--- config.mk ---
export PLATFORM = sky130hd
export DESIGN_NAME = led_stream_rx
export DESIGN_NICKNAME = d
export VERILOG_FILES = /design/src/rtl/led_stream_rx.sv
export SDC_FILE = /design/constraint.sdc
export NUM_CORES = 1
export LEC_CHECK = 0
export ABC_CLOCK_PERIOD_IN_PS = 5150
export BUFFER_PORTS_ARGS = -buffer_cell sky130_fd_sc_hd__buf_2
export CAP_MARGIN = 15
export CORE_ASPECT_RATIO = 0.6
export CORE_MARGIN = 2
export CORE_UTILIZATION = 61
export CTS_CLUSTER_DIAMETER = 200
export DETAILED_ROUTE_END_ITERATION = 12
export PLACE_DENSITY = 0.8
export SYNTH_ARGS = -nofsm -noshare
export SYNTH_HDL_FRONTEND = slang
export SYNTH_SLANG_ARGS = --single-unit
--- constraint.sdc ---
create_clock -name spiClk -period 5.15 [get_ports spiClk]
set_input_delay 1.2875 -clock spiClk [delete_from_list [all_inputs] [get_ports spiClk]]
set_output_delay 1.2875 -clock spiClk [all_outputs]
set_load 0.02 [all_outputs]
--- src/rtl/led_stream_rx.sv ---
// rtl/led_stream_rx.sv - LED serial stream receiver: oversampled SCLK/LAT/SDO deserializer
// Emits lane-parallel words over valid/ready and reports per-latch bit counts and framing errors.
module led_stream_rx #(
  parameter int NUM_SHIFT = 4,
  parameter int WORD_BITS = 16,
  parameter int IDX_W     = 7
) (
  input  logic                           spiClk,
  input  logic                           nReset,
  input  logic                           enable,
  input  logic                           SCLK,
  input  logic [NUM_SHIFT-1:0]           SDO,
  input  logic                           LAT,
  output logic [NUM_SHIFT*WORD_BITS-1:0] wordData,
  output logic [IDX_W-1:0]               wordIndex,
  output logic                           wordValid,
  input  logic                           wordReady,
  output logic                           latchPulse,
  output logic [15:0]                    latchBits,
  output logic                           frameErr,
  output logic                           overflow,
  input  logic                           clearErr
);

  localparam int IW_W = (WORD_BITS > 1) ? $clog2(WORD_BITS) : 1;
  localparam logic [IW_W-1:0] IW_LAST = IW_W'(WORD_BITS - 1);
  localparam int DW = NUM_SHIFT * WORD_BITS;

  typedef enum logic {ARM, SHIFT} state_t;

  // Input synchronizers; SDO shares the SCLK pipeline depth so data stays aligned with its edge.
  logic                 sclk_meta_q, sclk_sync_q, sclk_prev_q;
  logic                 lat_meta_q, lat_sync_q, lat_prev_q;
  logic [NUM_SHIFT-1:0] sdo_meta_q, sdo_sync_q;

  state_t               state_q, state_d;
  logic [DW-1:0]        sh_q, sh_d;
  logic [15:0]          bit_cnt_q, bit_cnt_d;
  logic [IW_W-1:0]      iw_q, iw_d;
  logic [IDX_W-1:0]     word_cnt_q, word_cnt_d;
  logic [DW-1:0]        word_data_q, word_data_d;
  logic [IDX_W-1:0]     word_index_q, word_index_d;
  logic                 word_valid_q, word_valid_d;
  logic                 latch_pulse_q, latch_pulse_d;
  logic [15:0]          latch_bits_q, latch_bits_d;
  logic                 frame_err_q, frame_err_d;
  logic                 overflow_q, overflow_d;

  logic                 sclk_rise, lat_rise;
  logic [DW-1:0]        shifted;
  logic [15:0]          bit_inc;
  logic [IW_W-1:0]      iw_inc;
  logic                 word_done, new_word, frame_set, ovf_set;

  always_comb begin
    sclk_rise = sclk_sync_q & ~sclk_prev_q;
    lat_rise  = lat_sync_q & ~lat_prev_q;

    shifted = '0;
    for (int i = 0; i < NUM_SHIFT; i++) begin
      shifted[i*WORD_BITS +: WORD_BITS] = {sh_q[i*WORD_BITS +: WORD_BITS-1], sdo_sync_q[i]};
    end

    bit_inc   = (sclk_rise && bit_cnt_q != 16'hFFFF) ? bit_cnt_q + 16'd1 : bit_cnt_q;
    iw_inc    = sclk_rise ? ((iw_q == IW_LAST) ? '0 : iw_q + IW_W'(1)) : iw_q;
    word_done = sclk_rise && (iw_q == IW_LAST);

    state_d       = state_q;
    sh_d          = sh_q;
    bit_cnt_d     = bit_cnt_q;
    iw_d          = iw_q;
    word_cnt_d    = word_cnt_q;
    word_data_d   = word_data_q;
    word_index_d  = word_index_q;
    word_valid_d  = word_valid_q;
    latch_pulse_d = 1'b0;
    latch_bits_d  = latch_bits_q;
    new_word      = 1'b0;
    frame_set     = 1'b0;
    ovf_set       = 1'b0;

    case (state_q)
      ARM: begin
        sh_d       = '0;
        bit_cnt_d  = '0;
        iw_d       = '0;
        word_cnt_d = '0;
        if (enable && !lat_sync_q && !sclk_sync_q) state_d = SHIFT;
      end
      SHIFT: begin
        if (!enable) begin
          state_d    = ARM;
          sh_d       = '0;
          bit_cnt_d  = '0;
          iw_d       = '0;
          word_cnt_d = '0;
        end else begin
          if (sclk_rise) sh_d = shifted;
          bit_cnt_d = bit_inc;
          iw_d      = iw_inc;
          if (word_done) begin
            new_word   = 1'b1;
            word_cnt_d = word_cnt_q + IDX_W'(1);
          end
          // A coincident SCLK rise is already folded into bit_inc/iw_inc.
          if (lat_rise) begin
            latch_pulse_d = 1'b1;
            latch_bits_d  = bit_inc;
            frame_set     = (bit_inc == 16'd0) || (iw_inc != '0);
            sh_d          = '0;
            bit_cnt_d     = '0;
            iw_d          = '0;
            word_cnt_d    = '0;
          end
        end
      end
      default: state_d = ARM;
    endcase

    if (new_word) begin
      if (word_valid_q && !wordReady) begin
        ovf_set = 1'b1;
      end else begin
        word_data_d  = shifted;
        word_index_d = word_cnt_q;
        word_valid_d = 1'b1;
      end
    end else if (word_valid_q && wordReady) begin
      word_valid_d = 1'b0;
    end

    frame_err_d = (frame_err_q & ~clearErr) | frame_set;
    overflow_d  = (overflow_q & ~clearErr) | ovf_set;
  end

  always_ff @(posedge spiClk) begin
    if (!nReset) begin
      sclk_meta_q   <= 1'b0;
      sclk_sync_q   <= 1'b0;
      sclk_prev_q   <= 1'b0;
      lat_meta_q    <= 1'b0;
      lat_sync_q    <= 1'b0;
      lat_prev_q    <= 1'b0;
      sdo_meta_q    <= '0;
      sdo_sync_q    <= '0;
      state_q       <= ARM;
      sh_q          <= '0;
      bit_cnt_q     <= '0;
      iw_q          <= '0;
      word_cnt_q    <= '0;
      word_data_q   <= '0;
      word_index_q  <= '0;
      word_valid_q  <= 1'b0;
      latch_pulse_q <= 1'b0;
      latch_bits_q  <= '0;
      frame_err_q   <= 1'b0;
      overflow_q    <= 1'b0;
    end else begin
      sclk_meta_q   <= SCLK;
      sclk_sync_q   <= sclk_meta_q;
      sclk_prev_q   <= sclk_sync_q;
      lat_meta_q    <= LAT;
      lat_sync_q    <= lat_meta_q;
      lat_prev_q    <= lat_sync_q;
      sdo_meta_q    <= SDO;
      sdo_sync_q    <= sdo_meta_q;
      state_q       <= state_d;
      sh_q          <= sh_d;
      bit_cnt_q     <= bit_cnt_d;
      iw_q          <= iw_d;
      word_cnt_q    <= word_cnt_d;
      word_data_q   <= word_data_d;
      word_index_q  <= word_index_d;
      word_valid_q  <= word_valid_d;
      latch_pulse_q <= latch_pulse_d;
      latch_bits_q  <= latch_bits_d;
      frame_err_q   <= frame_err_d;
      overflow_q    <= overflow_d;
    end
  end

  assign wordData   = word_data_q;
  assign wordIndex  = word_index_q;
  assign wordValid  = word_valid_q;
  assign latchPulse = latch_pulse_q;
  assign latchBits  = latch_bits_q;
  assign frameErr   = frame_err_q;
  assign overflow   = overflow_q;

endmodule

==> results.md, run 1 <==
- Root Buffer: clkbuf_16
- Synth Area in Simple Gates: 24.1%
- Top cells by count, synth: 284 x nand2_1, 193 x dfxtp_1, 144 x a21oi_1
- Via count: between 6000 and 7000
- LEAKAGE: 0.00298 uW
- Hold buffer count at CTS: 0
- Share of cells above drive strength 1: around 17%
- Hold path startpoint: lat_meta_q
- First-pass DRT Iterations: 5
- Initial DRC count: ~560
- DP Wirelength: 10.1 mm
- Die footprint: ~13000 um2
- Initial Utilization: 63.1%
- Total GRT Usage: about 26%
- Register bit total from synthesis: ~190
- DRC viols: 0
- Synth Area in XOR/XNOR: under 10%
- Design Area, Final: about 8300 um2
- Vias/cell: between 5 and 6
- Register area share after synthesis: between 50 and 60%
- Wirelength per Cell: between 10 and 15 um
- Critical Path RT: ~5.5 ns
- Fin cells: roughly 1100
- Flop2flop setup slack: between 2 and 2.5 ns
- Syn Area/Cell: a little over 8 um2
- Setup TNS Final: 0 ns
- Reg2reg start: iw_q[0]
- Ant diodes: 0
- Final Setup Violations: 0
- FMAX: about 0.36 GHz
- Final WL: about 16 mm
- Synth Area in Compound Gates: between 10% and 20%
- TritonCTS clock tree: done
- Die height: 88.1 um
- Sink Count: a little under 200
- FF-to-FF path depth: 7
- Hold crit path type: register to register
- Vias in the first global route: 5498
- Aggregate global routing overflow: 0
- Synth area leaders: dfxtp_1 54%, nand2_1 15%, a21oi_1 10%
- Post-Syn Area: between 7000 and 8000 um2
- Largest family of logic cells by synthesized area: simple AND/OR/NAND/NOR gates
- WHS Path Cells: 1
- End of the worst register-to-register path: wordData[45]
- Synth Flop Type: dfxtp_1
- Postcts setup bufs: 0
- Clk Latency, worst-skew pair: roughly 0.42 ns
- Yosys top cell by area: dfxtp_1
- Max cap viols: 0
- Largest net degree at the start of global routing: between 80 and 90
- Hold WS: roughly 0.44 ns
- Yosys warnings: 0
- Final Power: 2960 uW
- Fillers: between 900 and 1000
- Core area: ~11000 um2
- CTS Buf Count: 17
- Max VDD drop: between 200 and 300 uV
- Mapped Cells: 871
- # H-tree levels: 4
- Crit path kind: register to register
- Worst EP arrival: 3.13 ns
- Critical Path Start Type: register
- Max FO, Critical Path: 47
- DIE WIDTH: approximately 140 um
- Clk pin slew, worst setup/hold paths: 0.07 ns
- Crit path time final: 2.79 ns
- Measured slew at the worst slew-check pin: ~0.96 ns
- Hold EP: lat_sync_q
- Placed cells: 1076
- Status: completed
- Number of synthesized flops with an enable pin: 0
- Netlist cell types: 55
- GP Congestion: approximately 0.9
- Adder-Cell Fraction of Synth Area: 0.521%
- I/O pin count: 102
- I/O Buffers: between 100 and 150
- Most numerous cell in the Yosys netlist: nand2_1
- Initial antenna violation count: 0
- Antenna Nets Post-Route: 0
- CTS resizes: 0
- Final Max Tran Viols: 0
- Final hold vios: 0
- Post-Route Skew: ~0.0081 ns
- Top cell type's share of synthesized area: a little over half
- PD cells: around 360 nW/um2
- Rel. slew slack: a little over a third
- Nets: 949
- Fraction of registers with async set/reset: 0%
- CP Capture Type: register
- Fin crit share: a little over half
- Mux contribution to synthesized area: 0.713%
- Placed Area: 7690 um2
- RSZ-0062 raised after global routing: false
- Clock tree buffer depth: 2
- First-pass GRT wire length: about 26 mm
- # rows: 30
- Post-synth net total: 885
- P&R area growth vs syn: 15.7%
metal layers:
metal  vias up  track usage (%)  share of wire, %
met5         -                0                 0
met4         0             7.50               1.4
met3        24             6.18               6.8
met2       215             41.1                45
met1      2819             35.4                47
li1       3015                -                 -
layout by cell type (no fill, tap or decap), types with 2 or more instances in the layout:
master and instances:
nor2b_1 4, nand4_1 11, a21oi_1 144, xor2_1 11
nand3_1 10, xnor2_1 9, o21ai_0 7, ha_1 3
a311oi_1 2, a31o_2 3, clkinv_4 2, a211oi_1 9
clkinvlp_4 3, inv_1 3, and4_1 5, and2_1 14
and3_1 2, buf_2 101, buf_4 6, clkbuf_16 17
bufinv_16 4, inv_6 3, nand2_1 284, nand2b_1 4
dfxtp_1 193, nor2b_4 2, o31ai_2 2, nor3_1 7
nor2_1 45, nor4_1 3, mux2i_1 4
flip-flops by register name, indices dropped and copies added, names as in the netlist, 4 cells and up:
name and cells:
bit_cnt_q 16, iw_q 4, latchBits 16, sdo_meta_q 4, sdo_sync_q 4, sh_q 60
wordData 64, wordIndex 7, word_cnt_q 7
power breakdown:
part	total [uW]	internal (uW)	switching [uW]
combinational	53.6	12.4	41.2
sequential	1500	1500	3.29
clock	1400	822	580
critical path, stage by stage, from the launching register on:
cell and delay (ns):
dfxtp_1 0.40, ha_1 0.26, and4_1 0.47, nand3_1 0.24, nor2b_4 0.52, buf_4 0.52, nand2_1 0.14, a21oi_1 0.16
worst max-delay path by stage:
| stage | startpoint | to | slack [ns] |
|---|---|---|---|
| floorplan | nReset | bit_cnt_q[0] | 2.55 |
| global placement | enable | wordData[19] | 2.27 |
| detailed placement | enable | wordData[45] | 2.15 |
| CTS | iw_q[0] | wordData[45] | 2.36 |
| global route | iw_q[0] | wordData[39] | 2.09 |
| finish | iw_q[0] | wordData[45] | 2.36 |
logic make-up after synthesis:
kind of cell	Yosys count
DFF	193
and+or+nand+nor	404
AOI/OAI and AO/OA	180
muxes	5
adders and majority gates	3
xor gates and xnor gates	20
buffers and inverters	66
through the flow:
step                utilization [%]  setup WS, ns
floorplan                         -          2.55
global placement               67.4          2.27
detailed placement             67.4          2.15
CTS                            73.0          2.36
global route                   73.0          2.09
finish                         73.0          2.36
area by class of cell:
| type | instances | area, um2 | area share, % |
|---|---|---|---|
| Timing Repair Buffer | 107 | 551 | 6.61 |
| Multi-Input combinational cell | 612 | 3060 | 36.8 |
| Inverter | 4 | 15.0 | 0.180 |
| Clock inverter | 14 | 203 | 2.43 |
| Clock buffer | 18 | 429 | 5.15 |
| Tap cell | 160 | 200 | 2.40 |
| Sequential cell | 193 | 3860 | 46.4 |
(Power assumes the default switching activity.)
==> inputs of run 2 (changes only) <==
==> config.mk (replaced) <==
export PLATFORM = sky130hd
export DESIGN_NAME = led_stream_rx
export DESIGN_NICKNAME = d
export VERILOG_FILES = /design/src/rtl/led_stream_rx.sv
export SDC_FILE = /design/constraint.sdc
export NUM_CORES = 1
export LEC_CHECK = 0
export ABC_CLOCK_PERIOD_IN_PS = 2700
export BUFFER_PORTS_ARGS = -buffer_cell sky130_fd_sc_hd__buf_2
export CAP_MARGIN = 15
export CORE_ASPECT_RATIO = 0.6
export CORE_MARGIN = 2
export CORE_UTILIZATION = 56
export CTS_CLUSTER_DIAMETER = 200
export DETAILED_ROUTE_END_ITERATION = 12
export PLACE_DENSITY = 0.74
export SYNTH_ARGS = -nofsm -noshare
export SYNTH_HDL_FRONTEND = slang
export SYNTH_SLANG_ARGS = --single-unit
==> constraint.sdc (replaced) <==
create_clock -name spiClk -period 2.7 [get_ports spiClk]
set_input_delay 0.675 -clock spiClk [delete_from_list [all_inputs] [get_ports spiClk]]
set_output_delay 0.675 -clock spiClk [all_outputs]
set_load 0.02 [all_outputs]
==> results.md, run 2 (synthesized netlist as in run 1, its figures left out) <==
- Status: completed
- First-pass DRT Iterations: 4
- First-pass GRT wire length: around 26 mm
- Initial Utilization: a little under three fifths
- Root Buffer: clkbuf_16
- End of the worst register-to-register path: frameErr
- Final Max Tran Viols: 0
- Antenna Nets Post-Route: 0
- Initial DRC count: between 400 and 500
- Max VDD drop: around 440 uV
- Largest net degree at the start of global routing: 71
- Clk Latency, worst-skew pair: 0.43 ns
- P&R area growth vs syn: 16.6%
- Crit path time final: ~2.3 ns
- Hold buffer count at CTS: 0
- Flop2flop setup slack: roughly 0.4 ns
- Post-Route Skew: 0.0102 ns
- Max FO, Critical Path: 8
- FMAX: around 0.43 GHz
- Final hold vios: 0
- Reg2reg start: bit_cnt_q[0]
- Fin crit share: between 80% and 90%
- Wirelength per Cell: between 10 and 15 um
- Rel. slew slack: between 50% and 60%
- Setup TNS Final: 0 ns
- Clk pin slew, worst setup/hold paths: ~0.070 ns
- Via count: 5923
- I/O pin count: ~100
- Critical Path Start Type: register
- CTS resizes: 0
- Sink Count: roughly 190
- Vias/cell: ~5.3
- Measured slew at the worst slew-check pin: about 0.67 ns
- Initial antenna violation count: 0
- I/O Buffers: ~100
- Final WL: roughly 16 mm
- PD cells: about 650 nW/um2
- Total GRT Usage: 23.6%
- RSZ-0062 raised after global routing: false
- Die height: around 92 um
- CP Capture Type: register
- DRC viols: 0
- Final Power: roughly 5500 uW
- Max FFs per register: 64
- TritonCTS clock tree: done
- Max cap viols: 0
- Die footprint: ~14000 um2
- Hold EP: sdo_sync_q[2]
- DIE WIDTH: 150 um
- Final Setup Violations: 0
- LEAKAGE: around 0.003 uW
- Nets: 958
- CTS Buf Count: 17
- Ant diodes: 0
- Worst EP arrival: 2.65 ns
- GP Congestion: between 0.9 and 1
- Leading cell types in the layout, fill and taps excluded: 284 x nand2_1, 193 x dfxtp_1, 144 x a21oi_1
- Critical Path RT: around 3.1 ns
- DP Wirelength: 10.2 mm
- Hold path startpoint: sdo_meta_q[2]
- Crit path kind: register to register
- Commonest non-fill, non-tap cell in the layout: nand2_1
- Hold crit path type: register to register
- Clock tree buffer depth: 2
- Share of cells above drive strength 1: between 10% and 20%
- Aggregate global routing overflow: 0
- WHS Path Cells: 1
- Fillers: about 1100
- Core area: 12700 um2
- Vias in the first global route: 5273
- FF-to-FF path depth: 7
- Postcts setup bufs: 0
- # rows: 32
- # H-tree levels: 4
[run 2: worst max-delay path by stage]
| stage | from | to | slack, ns | depth (start not counted) |
|---|---|---|---|---|
| finish | bit_cnt_q[0] | frameErr | 0.40 | 7 |
| global route | sclk_sync_q | frameErr | 0.24 | 7 |
| CTS | bit_cnt_q[0] | frameErr | 0.42 | 7 |
| detailed placement | bit_cnt_q[0] | frameErr | 0.44 | 7 |
| global placement | bit_cnt_q[0] | frameErr | 0.47 | 7 |
| floorplan | nReset | bit_cnt_q[0] | 0.71 | 7 |
[run 2: power breakdown]
group	total, uW	internal, uW	switching [uW]
Combinational	109	29.1	79.7
Sequential	2860	2860	6.40
Clock	2510	1380	1120
Total	5480	4270	1210
[run 2: metal layers]
metal	vias to the layer above	GRT usage [%]	routed length [um]
li1	3030	-	-
met1	2679	36.8	8280
met2	200	32.5	6390
met3	14	5.07	1080
met4	0	6.60	156
met5	-	0	0
[run 2: area by class of cell]
class                           instances  area, um2  share of cell area (%)
Inverter                                4       15.0                   0.179
Tap cell                              170        213                    2.53
Timing Repair Buffer                  116        656                    7.81
Sequential cell                       193       3860                    46.0
Clock inverter                         13        150                    1.79
Multi-Input combinational cell        612       3060                    36.5
Clock buffer                           19        433                    5.16
[run 2: per-stage QoR]
stage               util (%)  hold slack (ns)  setup WS (ns)  instances  cell area, um2
detailed placement      61.5            0.417          0.445       1095            7810
global placement        61.5            0.414          0.467       1095            7810
finish                  66.1            0.422          0.398       1127            8390
floorplan                  -            0.412          0.710        871            7200
global route            66.1            0.440          0.245       1127            8390
CTS                     66.1            0.425          0.424       1127            8390
[run 2: critical path, cell delays in order, from the launching register on]
cell     delay (ns)
dfxtp_1        0.46
ha_1           0.34
nand3_4        0.17
nor4_1         0.36
mux2_2         0.40
nor2_1         0.11
nand4_1        0.18
o31ai_2        0.21
==> inputs of run 3 (changes only) <==
--- a/config.mk
+++ b/config.mk
@@ -8,7 +8,6 @@
 export ABC_CLOCK_PERIOD_IN_PS = 2700
 export BUFFER_PORTS_ARGS = -buffer_cell sky130_fd_sc_hd__buf_2
 export CAP_MARGIN = 15
-export CORE_ASPECT_RATIO = 0.6
 export CORE_MARGIN = 2
 export CORE_UTILIZATION = 56
 export CTS_CLUSTER_DIAMETER = 200
==> results.md, run 3 (synthesized netlist as in run 1, its figures left out) <==
- Vias/cell: ~5.3
- Die height: 117 um
- DP Wirelength: just under 10 mm
- Aggregate global routing overflow: 0
- # H-tree levels: 4
- Hold WS: 0.432 ns
- Largest net degree at the start of global routing: 62
- Clock tree buffer depth: 2
- RSZ-0062 raised after global routing: false
- Final Setup Violations: 0
- Fin crit share: about four fifths
- Hold crit path type: register to register
- Rel. slew slack: about 58%
- Die footprint: 13800 um2
- Max FO, Critical Path: 8
- Postcts setup bufs: 0
- First-pass DRT Iterations: 6
- Status: completed
- Max stage delay cell, worst path: o41ai_4
- Area of the multi-input gates: ~3100 um2
- Initial DRC count: slightly below 500
- Max FFs per register: 64
- CP Cell Sequence: ha_1 -> nand3_4 -> o41ai_4 -> nor2_1 -> a31o_2 -> o2111ai_1 -> o31ai_2
- I/O Buffers: 101
- Crit path time final: 2.20 ns
- Register share of total power: between 50 and 60%
- FMAX: around 0.45 GHz
- Switching Fraction: between 15 and 20%
- I/O pin count: 102
- LEAKAGE: about 0.003 uW
- Max VDD drop: roughly 480 uV
- Critical Path RT: ~3 ns
- Initial Utilization: 57.3%
- Worst EP arrival: 2.50 ns
- Ant diodes: 0
- CTS resizes: 0
- Share of cells above drive strength 1: 17.1%
- Hold buffer count at CTS: 0
- TritonCTS clock tree: done
- Final Max Tran Viols: 0
- Initial antenna violation count: 0
- CP Capture Type: register
- Fillers: between 1000 and 1500
- Max cap viols: 0
- Clk pwr share: 46.5%
- CTS Buf Count: 17
- Post-Route Skew: between 0.006 and 0.007 ns
- P_sw: 1110 uW
- DRC viols: 0
- Clk pin slew, worst setup/hold paths: around 0.06 ns
- Final worst slack: approximately 0.5 ns
- Clk Latency, worst-skew pair: around 0.42 ns
- Sink Count: roughly 190
- Design Area, Final: 8420 um2
- Root Buffer: clkbuf_16
- # rows: slightly above 40
- Worst slack, placed: around 0.52 ns
- Sequential Area: 3860 um2
- Final hold vios: 0
- First-pass GRT wire length: between 20 and 30 mm
- Setup TNS Final: 0 ns
- Placed Area: around 7800 um2
- Antenna Nets Post-Route: 0
- Crit path kind: register to register
- PD cells: 661 nW/um2
- P&R area growth vs syn: 16.9%
- Via count: between 5000 and 6000
- Final WL: between 15 and 20 mm
- Measured slew at the worst slew-check pin: between 0.6 and 0.7 ns
- Vias in the first global route: 5507
- Crit-path max cell delay: ~0.48 ns
- Wirelength per Cell: 13.7 um
- DIE WIDTH: 117 um
- Total GRT Usage: between 20 and 25%
- Core area: 12600 um2
- Commonest non-fill, non-tap cell in the layout: nand2_1
- Nets: 958
- Final core occ: between 60% and 70%
- GP Congestion: 0.838
- Critical Path Start Type: register
- Int Power: around 4400 uW
- Comb pwr share: ~2.0%
- Leading cell types in the layout, fill and taps excluded: 284 x nand2_1, 193 x dfxtp_1, 144 x a21oi_1
## run 3: changes by cell type in the layout (fill, tap and decap cells not counted)
cell	change
buf_12	-1
buf_4	+1
clkinvlp_4	-4
bufinv_16	+1
clkbuf_8	+4
inv_6	-4
clkbuf_1	+1
clkinv_2	+2
## run 3: worst max-delay path, delay by kind of cell (launching register included)
kind                       cells  cell delay, ns
AOI/OAI and AO/OA              4            1.02
DFF                            1            0.45
adders and majority gates      1            0.33
and+or+nand+nor                2            0.28
## run 3: worst paths after layout
kind	start	end	slack, ns	depth (start not counted)
setup / recovery	bit_cnt_q[0]	frameErr	0.50	7
hold / removal	sdo_meta_q[0]	sdo_sync_q[0]	0.43	1
hold reg to reg	sdo_meta_q[0]	sdo_sync_q[0]	0.43	1
setup reg to reg	bit_cnt_q[0]	frameErr	0.50	7
## run 3: layout make-up
class / instances / area share [%]
clock inverters: 8 / 1.49
repair buffers: 116 / 7.64
flip-flops and latches: 193 / 45.9
well taps: 172 / 2.56
inverters: 4 / 0.178
clock buffers: 24 / 5.84
multi-input cells: 612 / 36.4
## run 3: power by group through the flow
| stage | clock (uW) | combinational, uW | sequential, uW |
|---|---|---|---|
| after floorplan | 0 | 71.4 | 2930 |
| after global placement | 0 | 111 | 2930 |
| after detailed placement | 0 | 111 | 2930 |
| after CTS | 2620 | 112 | 2860 |
| after global routing | 2750 | 121 | 2860 |
| final | 2580 | 111 | 2870 |
## run 3: per-stage QoR
step | power, uW | cells
after floorplan | 3000 | 871
after global placement | 3040 | 1097
after detailed placement | 3040 | 1097
after CTS | 5600 | 1129
after global routing | 5730 | 1129
final | 5560 | 1129
## run 3: layer usage
layer	global-route usage, %	wire length (um)	vias up
met3	5.16	720	19
met4	8.13	216	0
met1	30.7	7250	2763
li1	-	-	3023
met5	0	0	-
met2	35.6	7280	131
